`config.mk`:
```
export PLATFORM = sky130hd
export DESIGN_NAME = keypad_scanner
export DESIGN_NICKNAME = d
export VERILOG_FILES = /design/src/rtl/keypad_scanner.sv
export SDC_FILE = /design/constraint.sdc
export NUM_CORES = 1
export LEC_CHECK = 0
export ABC_AREA = 1
export BUFFER_PORTS_ARGS = -buffer_cell sky130_fd_sc_hd__buf_2
export CELL_PAD_IN_SITES_DETAIL_PLACEMENT = 0
export CELL_PAD_IN_SITES_GLOBAL_PLACEMENT = 1
export CORE_ASPECT_RATIO = 0.6
export CORE_MARGIN = 10
export CORE_UTILIZATION = 47
export CTS_CLUSTER_SIZE = 40
export DETAILED_ROUTE_END_ITERATION = 10
export HOLD_SLACK_MARGIN = 0.15
export PLACE_DENSITY_LB_ADDON = 0.2
export SYNTH_ARGS = -nofsm -noshare
export SYNTH_HDL_FRONTEND = slang
export SYNTH_SLANG_ARGS = --single-unit
```
`constraint.sdc`:
```
create_clock -name clk -period 11.3 [get_ports clk]
set_input_delay 1.695 -clock clk [delete_from_list [all_inputs] [get_ports clk]]
set_output_delay 1.695 -clock clk [all_outputs]
set_load 0.1 [all_outputs]
```
`src/rtl/keypad_scanner.sv`:
```
`default_nettype none
// ============================================================================
//  Module      : keypad_scanner
//  Description : Scans a 4x4 active-low matrix keypad one column at a time.
//                Rows pass through a 2-FF synchronizer. A full scan is
//                classified as no key, one key or several keys. Results are
//                debounced across whole scans. Each new keypress is presented
//                over a valid/ack handshake and shifted into an 8-bit
//                two-digit entry value.
//  Ports       : clk, rst    - clock, synchronous active-high reset
//                row_in[3:0] - keypad rows, active-low, asynchronous
//                col_out[3:0]- column drive, active-low one-hot
//                key_code    - code {row,col} of the accepted key
//                key_valid   - accepted key pending until key_ack
//                key_ack     - consumer acknowledge (ignored when idle)
//                overrun     - sticky, press arrived while key_valid was high
//                entry[7:0]  - {previous digit, newest digit}
//  Revision    : 1.0 - initial release
// ============================================================================
module keypad_scanner #(
    parameter int SCAN_DIV       = 1000,
    parameter int DEBOUNCE_SCANS = 4
) (
    input  logic       clk,
    input  logic       rst,
    input  logic [3:0] row_in,
    output logic [3:0] col_out,
    output logic [3:0] key_code,
    output logic       key_valid,
    input  logic       key_ack,
    output logic       overrun,
    output logic [7:0] entry
);

    localparam int c_div_w = $clog2(SCAN_DIV);
    localparam int c_cnt_w = $clog2(DEBOUNCE_SCANS + 1);

    localparam logic [c_div_w-1:0] c_div_last = c_div_w'(SCAN_DIV - 1);
    localparam logic [c_cnt_w-1:0] c_cnt_max  = c_cnt_w'(DEBOUNCE_SCANS);

    // Scan result classes
    localparam logic [1:0] c_res_none  = 2'd0;
    localparam logic [1:0] c_res_key   = 2'd1;
    localparam logic [1:0] c_res_multi = 2'd2;

    // Press-tracking states
    localparam logic [0:0] c_st_idle    = 1'b0;
    localparam logic [0:0] c_st_pressed = 1'b1;

    // ------------------------------------------------------------------
    // Row synchronizer; resets to "all released" so no false press occurs
    // ------------------------------------------------------------------
    logic [3:0] r_row_meta;
    logic [3:0] r_row_sync;

    always_ff @(posedge clk) begin
        if (rst) begin
            r_row_meta <= 4'hF;
            r_row_sync <= 4'hF;
        end else begin
            r_row_meta <= row_in;
            r_row_sync <= r_row_meta;
        end
    end

    // ------------------------------------------------------------------
    // Column dwell divider and column index
    // ------------------------------------------------------------------
    logic [c_div_w-1:0] r_div;
    logic [1:0]         r_col;
    logic               w_sample;
    logic               w_scan_end;

    assign w_sample   = (r_div == c_div_last);
    assign w_scan_end = w_sample && (r_col == 2'd3);

    always_ff @(posedge clk) begin
        if (rst) begin
            r_div <= '0;
            r_col <= 2'd0;
        end else if (w_sample) begin
            r_div <= '0;
            r_col <= r_col + 2'd1;
        end else begin
            r_div <= r_div + c_div_w'(1);
        end
    end

    assign col_out = ~(4'b0001 << r_col);

    // ------------------------------------------------------------------
    // Key map: bit {row,col} holds the last sample of that intersection.
    // w_map_next merges the column being sampled now, so the column-3
    // sample can be classified on the same edge it is taken.
    // ------------------------------------------------------------------
    logic [15:0] r_map;
    logic [15:0] w_map_next;

    always_comb begin
        w_map_next = r_map;
        for (int r = 0; r < 4; r++) begin
            w_map_next[{2'(r), r_col}] = ~r_row_sync[r];
        end
    end

    always_ff @(posedge clk) begin
        if (rst) begin
            r_map <= '0;
        end else if (w_sample) begin
            r_map <= w_map_next;
        end
    end

    // Classify the full scan: count saturates at 2, which already means MULTI
    logic [1:0] w_ones;
    logic [3:0] w_idx;
    logic [1:0] w_res_kind;
    logic [3:0] w_res_code;

    always_comb begin
        w_ones = 2'd0;
        w_idx  = 4'd0;
        for (int i = 0; i < 16; i++) begin
            if (w_map_next[i]) begin
                if (w_ones != 2'd2) begin
                    w_ones = w_ones + 2'd1;
                end
                w_idx = 4'(i);
            end
        end
        case (w_ones)
            2'd0:    w_res_kind = c_res_none;
            2'd1:    w_res_kind = c_res_key;
            default: w_res_kind = c_res_multi;
        endcase
        // Code is forced to zero for non-key results so candidates compare cleanly
        w_res_code = (w_ones == 2'd1) ? w_idx : 4'd0;
    end

    // ------------------------------------------------------------------
    // Debounce across whole scans
    // ------------------------------------------------------------------
    logic [1:0]         r_cand_kind;
    logic [3:0]         r_cand_code;
    logic [c_cnt_w-1:0] r_cnt;
    logic               r_scan_done;

    always_ff @(posedge clk) begin
        if (rst) begin
            r_cand_kind <= c_res_none;
            r_cand_code <= 4'd0;
            r_cnt       <= '0;
            r_scan_done <= 1'b0;
        end else begin
            r_scan_done <= w_scan_end;
            if (w_scan_end) begin
                if ((w_res_kind == r_cand_kind) && (w_res_code == r_cand_code)) begin
                    if (r_cnt != c_cnt_max) begin
                        r_cnt <= r_cnt + c_cnt_w'(1);
                    end
                end else begin
                    r_cand_kind <= w_res_kind;
                    r_cand_code <= w_res_code;
                    r_cnt       <= c_cnt_w'(1);
                end
            end
        end
    end

    // ------------------------------------------------------------------
    // Press FSM: evaluated one clk after the scan that updated the debouncer
    // ------------------------------------------------------------------
    logic [0:0] r_state;
    logic [0:0] w_state_next;
    logic       w_stable;
    logic       w_press_event;

    assign w_stable = r_scan_done && (r_cnt == c_cnt_max);

    always_ff @(posedge clk) begin
        if (rst) begin
            r_state <= c_st_idle;
        end else begin
            r_state <= w_state_next;
        end
    end

    always_comb begin
        w_state_next  = r_state;
        w_press_event = 1'b0;
        case (r_state)
            c_st_idle: begin
                if (w_stable && (r_cand_kind == c_res_key)) begin
                    w_state_next  = c_st_pressed;
                    w_press_event = 1'b1;
                end
            end
            c_st_pressed: begin
                // A different stable key or MULTI is ignored: no roll-over
                if (w_stable && (r_cand_kind == c_res_none)) begin
                    w_state_next = c_st_idle;
                end
            end
            default: w_state_next = c_st_idle;
        endcase
    end

    // ------------------------------------------------------------------
    // Output register and valid/ack handshake
    // ------------------------------------------------------------------
    logic [3:0] r_key_code;
    logic       r_key_valid;
    logic       r_overrun;
    logic [7:0] r_entry;
    logic       w_ack;

    assign w_ack = key_ack && r_key_valid;

    always_ff @(posedge clk) begin
        if (rst) begin
            r_key_code  <= 4'd0;
            r_key_valid <= 1'b0;
            r_overrun   <= 1'b0;
            r_entry     <= 8'h00;
        end else if (w_press_event && (!r_key_valid || w_ack)) begin
            // Slot is free (or being freed this cycle): accept the new key
            r_key_code  <= r_cand_code;
            r_key_valid <= 1'b1;
            r_overrun   <= 1'b0;
            r_entry     <= {r_entry[3:0], r_cand_code};
        end else if (w_press_event) begin
            r_overrun <= 1'b1;
        end else if (w_ack) begin
            r_key_valid <= 1'b0;
            r_overrun   <= 1'b0;
        end
    end

    assign key_code  = r_key_code;
    assign key_valid = r_key_valid;
    assign overrun   = r_overrun;
    assign entry     = r_entry;

endmodule
`default_nettype wire

```
==> results.json <==
{
  "status": "finished clean",
  "htreeDepth": 3,
  "fp-row-count": 26,
  "fin_area_um2": 4560,
  "portBuffers": 24,
  "p_switching_uw": 130,
  "antenna_found_initial": 0,
  "synthSimpleGateAreaFrac_pct": 43.6,
  "yosys-top-cells-area": "dfxtp_1 (28%), nand2_1 (15%), nand3_1 (6.6%)",
  "postCtsResizedCells": 0,
  "syn_avg_cell_area_um2": 6.59,
  "gp_congestion": 0.923,
  "postSynth.asyncResetShare_pct": 0,
  "io_pins": 25,
  "setup_viol": 0,
  "initial_utilization_pct": 48.1,
  "finalClockSkew_ns": 0.00770,
  "detail_route.first_pass.iterations": 5,
  "avgRoutedWirePerCell_um": 13.1,
  "cts_setup_buffers": 0,
  "ir_worst_vdd_v": 0.0000864,
  "max_stage_delay_ns": 0.44,
  "cts_buffers": 9,
  "first_iter_violations": 246,
  "grt_max_degree": 33,
  "fin_crit_sh_pct": 63.3,
  "rsz0062_at_grt": "false",
  "ys_warn_count": 0,
  "slowest_stage": "a21oi_2",
  "syn_inst": 617,
  "pwr_density_cell_nw_per_um2": 124,
  "dp_hpwl_um": 7620,
  "core_area_um2": 8460,
  "die_h_um": 92.0,
  "die_area_um2": 12900,
  "grt-ovfl-total": 0,
  "worst_pin_slew_ns": 0.876,
  "hold_violations": 0,
  "synth_adder_area_share_pct": 4.00,
  "yosys.area.top_type": "dfxtp_1",
  "max_freq_mhz": 140,
  "routed_wl_um": 9810,
  "cap_violations": 0,
  "via_per_inst": 5.20,
  "synth-main-ff-cell": "dfxtp_1",
  "timing.critical_path.to_type": "register",
  "area_delta_synth_final_pct": 12.2,
  "synth_top_family_by_area": "simple AND/OR/NAND/NOR gates",
  "tns_ns": 0,
  "pwr-share-clk_pct": 54.7,
  "antennaDiodeCount": 0,
  "path_max_fanout": 11,
  "slew_headroom_pct": 41.5,
  "drive_gt1_share_pct": 19.6,
  "place_area_um2": 4220,
  "fin_nets": 654,
  "grt_pass1_wl_um": 16800,
  "ys_seq_area_share_pct": 28.1,
  "holdWs_ns": 0.409,
  "p_leak_uw": 0.00215,
  "drc_errors": 0,
  "crit_type": "reg2reg",
  "internal-power_uw": 435,
  "ys_ff_latch": 57,
  "die_x_um": 140,
  "p_sw_share_pct": 23.0,
  "cts.path.max_buffers": 2,
  "cp-start-kind": "register",
  "synth_cell_types": 41,
  "finish.utilization_pct": 53.9,
  "clk_latency_ns": 0.33,
  "synthTopCellsByCount": "nand2_1 (164), dfxtp_1 (57), inv_1 (56)",
  "grt_usage_pct": 15.3,
  "hold_path.class": "reg2reg",
  "min_period_ns": 7.15,
  "vias": 3902,
  "p_seq_share_pct": 36.3,
  "synth_area_um2": 4070,
  "synth_compound_area_share_pct": 14.9,
  "syn_nets": 637,
  "muxShareOfSynthArea_pct": 0,
  "slew_violations": 0,
  "clkTransAtPathRegs_ns": 0.05,
  "cts_tree": "yes",
  "required_ns": 11.51,
  "postRouteAntennaNets": 0,
  "cp.arrival_ns": 7.36,
  "cts_root_buffer": "clkbuf_16",
  "yosysMostFrequentCell": "nand2_1",
  "synth-edff-count": 0,
  "cts_hold_buf": 0,
  "synth-xor-area-share_pct": 0.431,
  "cts.sinks": 57,
  "grt_pass1_vias": 3515,
  "crit_top_cell": "nand2_1",
  "comb_power_share_pct": 9.0,
  "synth_top_area_share_pct": 28.1
}
[cell usage in the layout, fill, tap and decap left out, drive strengths merged]
cell	instances
nand4	19
a211oi	13
xnor2	1
nand2	201
clkbuf	9
inv	66
a21oi	37
buf	24
o21a	1
xor2	1
clkinvlp	2
nor3	8
a21o	1
o21bai	1
a31oi	1
ha	13
dfxtp	57
o211ai	1
nor2	48
o21ai	43
bufinv	3
or2	10
nand3	68
clkinv	3
nor3b	2
nand3b	1
nor4	5
[layer usage]
layer | wire [um] | GRT usage [%] | up-vias | part of all wire, %
met5 | 0 | 0 | - | 0
met1 | 5400 | 22.1 | 1746 | 55
met4 | 39 | 2.91 | 0 | 0.40
li1 | - | - | 2077 | -
met2 | 3980 | 21.8 | 73 | 41
met3 | 389 | 4.53 | 6 | 4.0
[power by group through the flow]
stage / clock (uW) / combinational (uW) / sequential [uW]
3_5_place_dp: 0 / 50.0 / 209
6_report: 309 / 50.6 / 205
3_3_place_gp: 0 / 49.2 / 209
4_1_cts: 315 / 50.2 / 205
5_1_grt: 327 / 57.7 / 205
2_1_floorplan: 0 / 41.6 / 209
[metrics by stage]
step | setup WS, ns | total power, uW | instances
4_1_cts | 4.16 | 570 | 751
3_3_place_gp | 4.48 | 258 | 735
6_report | 4.15 | 565 | 751
5_1_grt | 3.13 | 590 | 751
3_5_place_dp | 4.25 | 259 | 735
2_1_floorplan | 4.68 | 250 | 617
[layout make-up]
cell class / instances / area, um^2
Multi-Input combinational cell: 475 / 2560
Fill cell: 821 / 3900
Clock buffer: 9 / 225
Sequential cell: 57 / 1140
Clock inverter: 7 / 119
Tap cell: 112 / 140
Timing Repair Buffer: 24 / 120
Inverter: 67 / 259
[state kept, by name (all words and copies together) (netlist names)]
name	cells
r_map	16
r_div	10
entry	5
r_cand_code	4
r_row_meta	4
r_row_sync	4
key_code	3
r_cnt	3
r_cand_kind	2
r_col	2
key_valid	1
overrun	1
r_scan_done	1
r_state	1
[final timing paths]
path / from / endpoint / slack, ns / depth (start not counted)
max: r_col[1]$_SDFFE_PP0N_ / r_cnt[0]$_SDFFE_PP0P_ / 4.15 / 47
min: r_row_meta[2]$_SDFF_PP1_ / r_row_sync[2]$_SDFF_PP1_ / 0.41 / 1
max reg2reg: r_col[1]$_SDFFE_PP0N_ / r_cnt[0]$_SDFFE_PP0P_ / 4.15 / 47
min reg2reg: r_row_meta[2]$_SDFF_PP1_ / r_row_sync[2]$_SDFF_PP1_ / 0.41 / 1
[worst max-delay path, delay by kind of cell, from the launching register on]
kind	cells	cell delay [ns]
DFF	1	0.32
adders and majority gates	4	1.12
AOI/OAI and AO/OA	9	1.93
buffers and inverters	4	0.40
and+or+nand+nor	30	3.22
[kinds of logic (layout without fill, tap and decap cells)]
family | count (synthesis) | after routing
adders and majority gates | 13 | 13
DFF | 57 | 57
and+or+nand+nor | 362 | 362
buffers and inverters | 85 | 107
xor gates and xnor gates | 2 | 2
AOI/OAI and AO/OA | 98 | 98
Note: power is estimated with default switching activity, not from simulation.
